--- src/rtl/pipe_ctrl_if.sv ---
// ============================================================================
// pipe_ctrl_if : hazard-control bus between hazard manager and pipe_ctrl
// Rev 1.0
// ============================================================================
`default_nettype none

interface pipe_ctrl_if #(
   parameter int CNT_W = 32
);
   logic             stall;
   logic             flush;
   logic             stop;
   logic             enPC;
   logic             enFD;
   logic             clrFD;
   logic             enDE;
   logic             clrDE;
   logic             enEM;
   logic             enMW;
   logic             halted;
   logic             deadlock;
   logic [CNT_W-1:0] stallCnt;
   logic [CNT_W-1:0] flushCnt;

   modport master (
      output stall, flush, stop,
      input  enPC, enFD, clrFD, enDE, clrDE, enEM, enMW,
      input  halted, deadlock, stallCnt, flushCnt
   );

   modport slave (
      input  stall, flush, stop,
      output enPC, enFD, clrFD, enDE, clrDE, enEM, enMW,
      output halted, deadlock, stallCnt, flushCnt
   );
endinterface

`default_nettype wire

--- src/rtl/pipe_ctrl.sv ---
// ============================================================================
// pipe_ctrl : per-stage enable/clear strobes, stop/drain/halt FSM, watchdog
// Rev 1.0
// ============================================================================
`default_nettype none

module pipe_ctrl #(
   parameter int DRAIN_CYCLES = 3,
   parameter int STALL_LIMIT  = 16,
   parameter int CNT_W        = 32
) (
   input  wire logic  clk,
   input  wire logic  rst_n,
   pipe_ctrl_if.slave hz
);
   localparam int DW = $clog2(DRAIN_CYCLES + 1);
   localparam int RW = $clog2(STALL_LIMIT + 1);
   localparam logic [DW-1:0] c_drain_last = DW'(DRAIN_CYCLES - 1);
   localparam logic [RW-1:0] c_run_limit  = RW'(STALL_LIMIT);

   typedef enum logic [1:0] {
      S_RUN    = 2'd0,
      S_DRAIN  = 2'd1,
      S_HALTED = 2'd2,
      S_RESUME = 2'd3
   } state_t;

   state_t            r_state, w_state_nxt;
   logic [DW-1:0]     r_drain_cnt, w_drain_cnt_nxt;
   logic [RW-1:0]     r_run_len, w_run_len_nxt;
   logic              r_deadlock;
   logic [CNT_W-1:0]  r_stall_cnt, r_flush_cnt;
   logic              w_stall_inc, w_flush_inc;
   logic              w_en_pc, w_en_fd, w_clr_fd, w_en_de, w_clr_de, w_en_em, w_en_mw;
   logic              w_halted;

   always_ff @(posedge clk or negedge rst_n) begin
      if (!rst_n) begin
         r_state     <= S_RUN;
         r_drain_cnt <= '0;
         r_run_len   <= '0;
         r_deadlock  <= 1'b0;
         r_stall_cnt <= '0;
         r_flush_cnt <= '0;
      end else begin
         r_state     <= w_state_nxt;
         r_drain_cnt <= w_drain_cnt_nxt;
         r_run_len   <= w_run_len_nxt;
         r_deadlock  <= r_deadlock | (w_run_len_nxt == c_run_limit);
         if (w_stall_inc) r_stall_cnt <= r_stall_cnt + 1'b1;
         if (w_flush_inc) r_flush_cnt <= r_flush_cnt + 1'b1;
      end
   end

   always_comb begin
      w_state_nxt     = r_state;
      w_drain_cnt_nxt = r_drain_cnt;
      w_stall_inc     = 1'b0;
      w_flush_inc     = 1'b0;
      w_halted        = 1'b0;
      w_en_pc         = 1'b1;
      w_en_fd         = 1'b1;
      w_clr_fd        = 1'b0;
      w_en_de         = 1'b1;
      w_clr_de        = 1'b0;
      w_en_em         = 1'b1;
      w_en_mw         = 1'b1;
      case (r_state)
         S_RUN: begin
            if (hz.stop) begin
               // Entry cycle already freezes the front end like DRAIN
               w_en_pc         = 1'b0;
               w_en_fd         = 1'b0;
               w_clr_de        = 1'b1;
               w_state_nxt     = S_DRAIN;
               w_drain_cnt_nxt = '0;
            end else if (hz.stall) begin
               w_en_pc     = 1'b0;
               w_en_fd     = 1'b0;
               w_clr_de    = 1'b1;
               w_stall_inc = 1'b1;
            end else if (hz.flush) begin
               w_clr_fd    = 1'b1;
               w_flush_inc = 1'b1;
            end
         end
         S_DRAIN: begin
            w_en_pc         = 1'b0;
            w_en_fd         = 1'b0;
            w_clr_de        = 1'b1;
            w_drain_cnt_nxt = r_drain_cnt + 1'b1;
            if (!hz.stop)
               w_state_nxt = S_RESUME;
            else if (r_drain_cnt == c_drain_last)
               w_state_nxt = S_HALTED;
         end
         S_HALTED: begin
            w_en_pc  = 1'b0;
            w_en_fd  = 1'b0;
            w_en_de  = 1'b0;
            w_en_em  = 1'b0;
            w_en_mw  = 1'b0;
            w_halted = 1'b1;
            if (!hz.stop) w_state_nxt = S_RESUME;
         end
         S_RESUME: begin
            // Instruction fetched before the halt is stale; drop it
            w_clr_fd    = 1'b1;
            w_state_nxt = S_RUN;
         end
         default: w_state_nxt = S_RUN;
      endcase
   end

   always_comb begin
      w_run_len_nxt = '0;
      if (r_state == S_RUN && hz.stall)
         w_run_len_nxt = (r_run_len == c_run_limit) ? r_run_len : r_run_len + 1'b1;
   end

   assign hz.enPC     = w_en_pc;
   assign hz.enFD     = w_en_fd;
   assign hz.clrFD    = w_clr_fd;
   assign hz.enDE     = w_en_de;
   assign hz.clrDE    = w_clr_de;
   assign hz.enEM     = w_en_em;
   assign hz.enMW     = w_en_mw;
   assign hz.halted   = w_halted;
   assign hz.deadlock = r_deadlock;
   assign hz.stallCnt = r_stall_cnt;
   assign hz.flushCnt = r_flush_cnt;

endmodule

`default_nettype wire
--- src/flat_wrapper.sv ---
// flat-port wrapper written by rule: the top's interface ports become plain ports
module pipe_ctrl_flat 
#(
   parameter int DRAIN_CYCLES = 3,
   parameter int STALL_LIMIT  = 16,
   parameter int CNT_W        = 32
)
  (clk, rst_n, hz_stall, hz_flush, hz_stop, hz_enPC, hz_enFD, hz_clrFD, hz_enDE, hz_clrDE, hz_enEM, hz_enMW, hz_halted, hz_deadlock, hz_stallCnt, hz_flushCnt);
  pipe_ctrl_if #(.CNT_W(CNT_W)) hz_i ();
  input  wire logic clk;
  input  wire logic rst_n;
  input wire logic [$bits(hz_i.stall)-1:0] hz_stall;
  input wire logic [$bits(hz_i.flush)-1:0] hz_flush;
  input wire logic [$bits(hz_i.stop)-1:0] hz_stop;
  output wire logic [$bits(hz_i.enPC)-1:0] hz_enPC;
  output wire logic [$bits(hz_i.enFD)-1:0] hz_enFD;
  output wire logic [$bits(hz_i.clrFD)-1:0] hz_clrFD;
  output wire logic [$bits(hz_i.enDE)-1:0] hz_enDE;
  output wire logic [$bits(hz_i.clrDE)-1:0] hz_clrDE;
  output wire logic [$bits(hz_i.enEM)-1:0] hz_enEM;
  output wire logic [$bits(hz_i.enMW)-1:0] hz_enMW;
  output wire logic [$bits(hz_i.halted)-1:0] hz_halted;
  output wire logic [$bits(hz_i.deadlock)-1:0] hz_deadlock;
  output wire logic [$bits(hz_i.stallCnt)-1:0] hz_stallCnt;
  output wire logic [$bits(hz_i.flushCnt)-1:0] hz_flushCnt;
  assign hz_i.stall = hz_stall;
  assign hz_i.flush = hz_flush;
  assign hz_i.stop = hz_stop;
  assign hz_enPC = hz_i.enPC;
  assign hz_enFD = hz_i.enFD;
  assign hz_clrFD = hz_i.clrFD;
  assign hz_enDE = hz_i.enDE;
  assign hz_clrDE = hz_i.clrDE;
  assign hz_enEM = hz_i.enEM;
  assign hz_enMW = hz_i.enMW;
  assign hz_halted = hz_i.halted;
  assign hz_deadlock = hz_i.deadlock;
  assign hz_stallCnt = hz_i.stallCnt;
  assign hz_flushCnt = hz_i.flushCnt;
  pipe_ctrl #(.DRAIN_CYCLES(DRAIN_CYCLES), .STALL_LIMIT(STALL_LIMIT), .CNT_W(CNT_W)) u_core (.clk(clk), .rst_n(rst_n), .hz(hz_i));
endmodule
--- config.mk ---
export PLATFORM = sky130hd
export DESIGN_NAME = pipe_ctrl_flat
export DESIGN_NICKNAME = d
export VERILOG_FILES = /design/src/rtl/pipe_ctrl_if.sv /design/src/rtl/pipe_ctrl.sv /design/src/flat_wrapper.sv
export SDC_FILE = /design/constraint.sdc
export NUM_CORES = 1
export LEC_CHECK = 0
export ABC_AREA = 1
export BUFFER_PORTS_ARGS = -buffer_cell sky130_fd_sc_hd__buf_2
export CAP_MARGIN = 20
export CORE_MARGIN = 4
export CORE_UTILIZATION = 33
export DETAILED_ROUTE_END_ITERATION = 10
export GPL_TIMING_DRIVEN = 0
export PLACE_DENSITY_LB_ADDON = 0.1
export SLEW_MARGIN = 25
export SYNTH_ARGS = -nofsm -noshare
export SYNTH_HDL_FRONTEND = slang
export SYNTH_SLANG_ARGS = --single-unit
--- constraint.sdc ---
create_clock -name clk -period 3.1 [get_ports clk]
set_input_delay 0.31 -clock clk [delete_from_list [all_inputs] [get_ports clk]]
set_output_delay 0.31 -clock clk [all_outputs]
set_load 0.01 [all_outputs]
-- Yosys cells after proc, flatten, opt, wreduce, memory -nomap -nowiden
Index checks and enable logic that the tools add are counted.
- add/sub/neg operators: 4
- equal/unequal tests: 9
- mux-type cells: 24
- bitwise gates (word level): 1
- reductions and logical operators: 6
- operators by type and width (cell ; count):
    adder 32 x 1 -> 32 bit, second input constant ; 2
    two-way mux 1 bit ; 12
    == test 5 bit, second input constant ; 2
    two-way mux 2 bit ; 5
    two-way mux 5 bit ; 2
    case mux 2 bit (4 select lines) ; 1
    == test 2 bit, second input constant ; 3
    case mux 1 bit (2 select lines) ; 3
    adder 5 x 1 -> 5 bit, second input constant ; 1
    != test 2 bit, second input constant ; 2
    case mux 2 bit (2 select lines) ; 1
    != test 3 x 2 -> 1 bit, second input constant ; 1
    AND reduction 3 bit ; 1
    adder 2 x 1 -> 2 bit, second input constant ; 1
    == test 2 x 1 -> 1 bit, second input constant ; 1
    zero test 2 bit ; 1
    AND reduction 2 bit ; 1
    nonzero test 2 bit ; 1
    OR reduction 2 bit ; 1
    logical AND 1 bit ; 1
    bitwise OR 1 bit ; 1
- register bits after elaboration: 74
- input bits: 5
- logic and storage cells: 50

-- Logic depth before layout (Yosys ltp)
- depth in word-level cells: 5
- mapped depth: 10

-- Worst setup path after synthesis
Ideal clock, no wire load.
- path kind: register to output
- start: register u_core.r_state[0]
- end: output port hz_enPC
- data arrival time: 1.463 ns
- required time: 2.790 ns
- slack: 1.327 ns
- stages on the path, launching flop included: 8
- path buffers: 1
- cells stage by stage: dfrtp_1 inv_1 ha_1 inv_1 nor2_1 inv_1 o22ai_1 buf_4
- word-level cells in the longest chain between the ends: 3
- elaborated cells between the ends (all ways): 5
- those cells by class: eq/ne (2); mux (1); reduce/logical (2)
- ends and longest elaborated chain (element ; line ; text):
    start, declared ; pipe_ctrl.sv:28 ; state_t r_state, w_state_nxt;
    start signal, assigned ; pipe_ctrl.sv:46 ; r_state <= w_state_nxt;
    == test 2 x 1 -> 1 bit / == test 2 bit (equally long branches) ; - ;
    OR reduction 2 bit (no line) ; - ;
    case mux 1 bit (2 select lines) (*) ; - ;
    end, declared ; flat_wrapper.sv:15 ; output wire logic [$bits(hz_i.enPC)-1:0] hz_enPC;
Every way passes the cells marked *; elsewhere a longest branch is shown, timed or not.

-- Worst setup path in the final report
- start: register u_core.r_state[1]
- end: output port hz_enPC
- word-level cells in the longest chain between the ends: 3
- elaborated cells between the ends (all ways): 5
- those cells by class: eq/ne (2); mux (1); reduce/logical (2)
- ends and longest elaborated chain (element ; line ; text):
    == test 2 x 1 -> 1 bit / == test 2 bit (equally long branches) ; pipe_ctrl.sv:68 ; case (r_state)
    OR reduction 2 bit (no line) ; - ;
    case mux 1 bit (2 select lines) (*) ; pipe_ctrl.sv:68 ;
Marked as above.

==> results_dict.tcl <==
set metrics [dict create \
    status "finished, final reports clean" \
    area_growth_pct 22.8 \
    synth.most_common_cell "nand2_1" \
    cts_made_buffers 9 \
    end_kind "output port" \
    clock_sinks 74 \
    layout.nets 647 \
    vias 3637 \
    cts_tree "done" \
    ant_nets 0 \
    cts-root-buf "clkbuf_16" \
    grt_overflow 0 \
    cts_hold_buf 1 \
    crit_arrival_ns 1.91 \
    wirelength_um 10200 \
    io_pins 78 \
    row_count 41 \
    synth_top_area_share_pct 42.8 \
    hp-class "in2reg" \
    netlist_area_um2 4320 \
    wl_per_cell_um 12.6 \
    start_kind "register" \
    synth_area_per_cell_um2 7.97 \
    rsz0062_at_grt "no" \
    drive_gt1_share_pct 20.9 \
    antenna_cells 0 \
    fin_crit_ns 2.22 \
    die_h_um 122 \
    clock_skew_ns 0.00834 \
    period_share_pct 71.5 \
    insertion_delay_ns 0.33 \
    cp_max_fo 5 \
    cts_buffer_depth 2 \
    remaining_drc_errors 0 \
    tns_ns 0 \
    grt_max_degree 43 \
    cellPowerDensity_nw_per_um2 567 \
    htreeDepth 3 \
    drt_iter0_drc 207 \
    final_cell_area_um2 5310 \
    synth_edf_count 0 \
    fmax_mhz 451 \
    hold_viol 0 \
    setup.worst_path.class "reg2out" \
    worstMarginPinSlew_ns 0.569 \
    start_util_pct 34.0 \
    grt_pass1_wl_um 17300 \
    grt_usage_pct 14.5 \
    die_x_um 122 \
    vdd_drop_max_uv 332 \
    die_area_um2 15000 \
    cts_resized 0 \
    relSlewSlack_pct 62.0 \
    place_hpwl_um 8030 \
    ys_ff_latch 74 \
    synth-warning-count 0 \
    cts_setup_buffers 0 \
    setup_viol_count_final 0 \
    firstDrtPassIters 4 \
    netlist-cell-type-count 30 \
    place_congestion 0.765 \
    place_ws_ns 1.17 \
    total_leakage_power_nw 2.85 \
    synth_top_flop_cell "dfrtp_1" \
    path_clk_slew_ns 0.05 \
    placed_cell_area_um2 4940 \
    cp.required_ns 2.79 \
    synth_fp_nets 557 \
    drv_slew 0 \
    drv_cap 0 \
    ys_seq_area_share_pct 42.8 \
    yosys-top-cells-area "dfrtp_1 43%, nand2_1 14%, inv_1 6.3%" \
    fp.coreArea_um2 12700 \
    grt_antenna_before_repair 0 \
    port_buffers 77 \
    async_flop_share_pct 100 \
    synthCells 542 \
    layout_setup_ws_ns 0.884 \
    grt_pass1_vias 3665 \
    synth_common_cells "159 x nand2_1, 74 x dfrtp_1, 73 x inv_1" \
    via_per_inst 4.50 \
    synth_top_area_cell "dfrtp_1" \
]
final timing paths:
kind	start	endpoint	slack, ns	depth (start not counted)
worst max-delay path	u_core.r_state[1]	hz_enPC	0.88	8
worst min-delay path	hz_flush	u_core.hz.flushCnt[5]	0.45	4
worst max register to register	u_core.r_state[1]	u_core.hz.stallCnt[29]	1.20	9
worst min register to register	u_core.hz.deadlock	u_core.hz.deadlock	0.48	1
max in group asynchronous	rst_n	u_core.hz.flushCnt[20]	2.00	3
min in group asynchronous	rst_n	u_core.hz.stallCnt[3]	0.51	2
logic make-up (layout without fill, tap and decap cells):
logic type	Yosys count	in the layout	synth area share [%]
AO/OA/AOI/OAI	19	19	2.34
XOR/XNOR	38	38	7.70
adder cells (fa/ha/maj)	10	10	2.90
buffers and inverters	81	176	7.47
flip-flops	74	74	42.8
AND/OR/NAND/NOR	320	320	36.7
sequential cells by signal (all words and copies together), names as in the netlist:
register and count:
u_core.hz.deadlock 1, u_core.r_drain_cnt 2, u_core.r_state 2, u_core.r_run_len 5
u_core.hz.flushCnt 32, u_core.hz.stallCnt 32
power breakdown:
part	switching [mW]	internal [mW]
combinational	0.377	0.257
clock	0.407	0.831
sequential	0.0862	1.05
area by class of cell:
type,count,area [um^2]
clock inverter,4,97.6
fill,1319,7410
timing repair buffer,79,418
tap,172,215
inverter,77,289
multi-input combinational,387,2150
clock buffer,12,256
buffer,4,33.8
sequential,74,1850
worst max-delay path, stage by stage, from the launching register on:
cell and delay, ns:
dfrtp_1 0.39, inv_1 0.14, ha_1 0.31, inv_1 0.09
nor2_1 0.15, inv_1 0.09, o22ai_1 0.15, buf_4 0.13
buf_2 0.11
layer usage:
metal  track usage [%]  up-vias  wire length, um
li1                  -     1882                -
met1              17.3     1685             4440
met2              25.4       64             5150
met3              4.79        6              496
met4              3.08        0               74
met5                 0        -                0
layout by cell type, fill, tap and decap left out, drive strengths merged, types with 7 or more instances in the layout:
cell type  synthesis  layout
nand3             31      31
xor2              19      19
ha                10      10
xnor2             19      19
dfrtp             74      74
nand3b             7       7
nor2              79      79
nand2            166     166
clkbuf             0      12
o21ai             15      15
buf                4      82
nand4             28      28
inv               77      77
nor3               7       7
stage by stage:
step | power (mW) | hold WS (ns) | util [%] | cells
2_1_floorplan | 1.56 | 0.0144 | - | 542
6_report | 3.01 | 0.448 | 41.7 | 809
4_1_cts | 3.07 | 0.446 | 41.7 | 809
5_1_grt | 3.20 | 0.464 | 41.7 | 809
3_5_place_dp | 1.80 | 0.349 | 38.9 | 792
3_3_place_gp | 1.78 | 0.464 | 38.7 | 791
(Power assumes the default switching activity.)
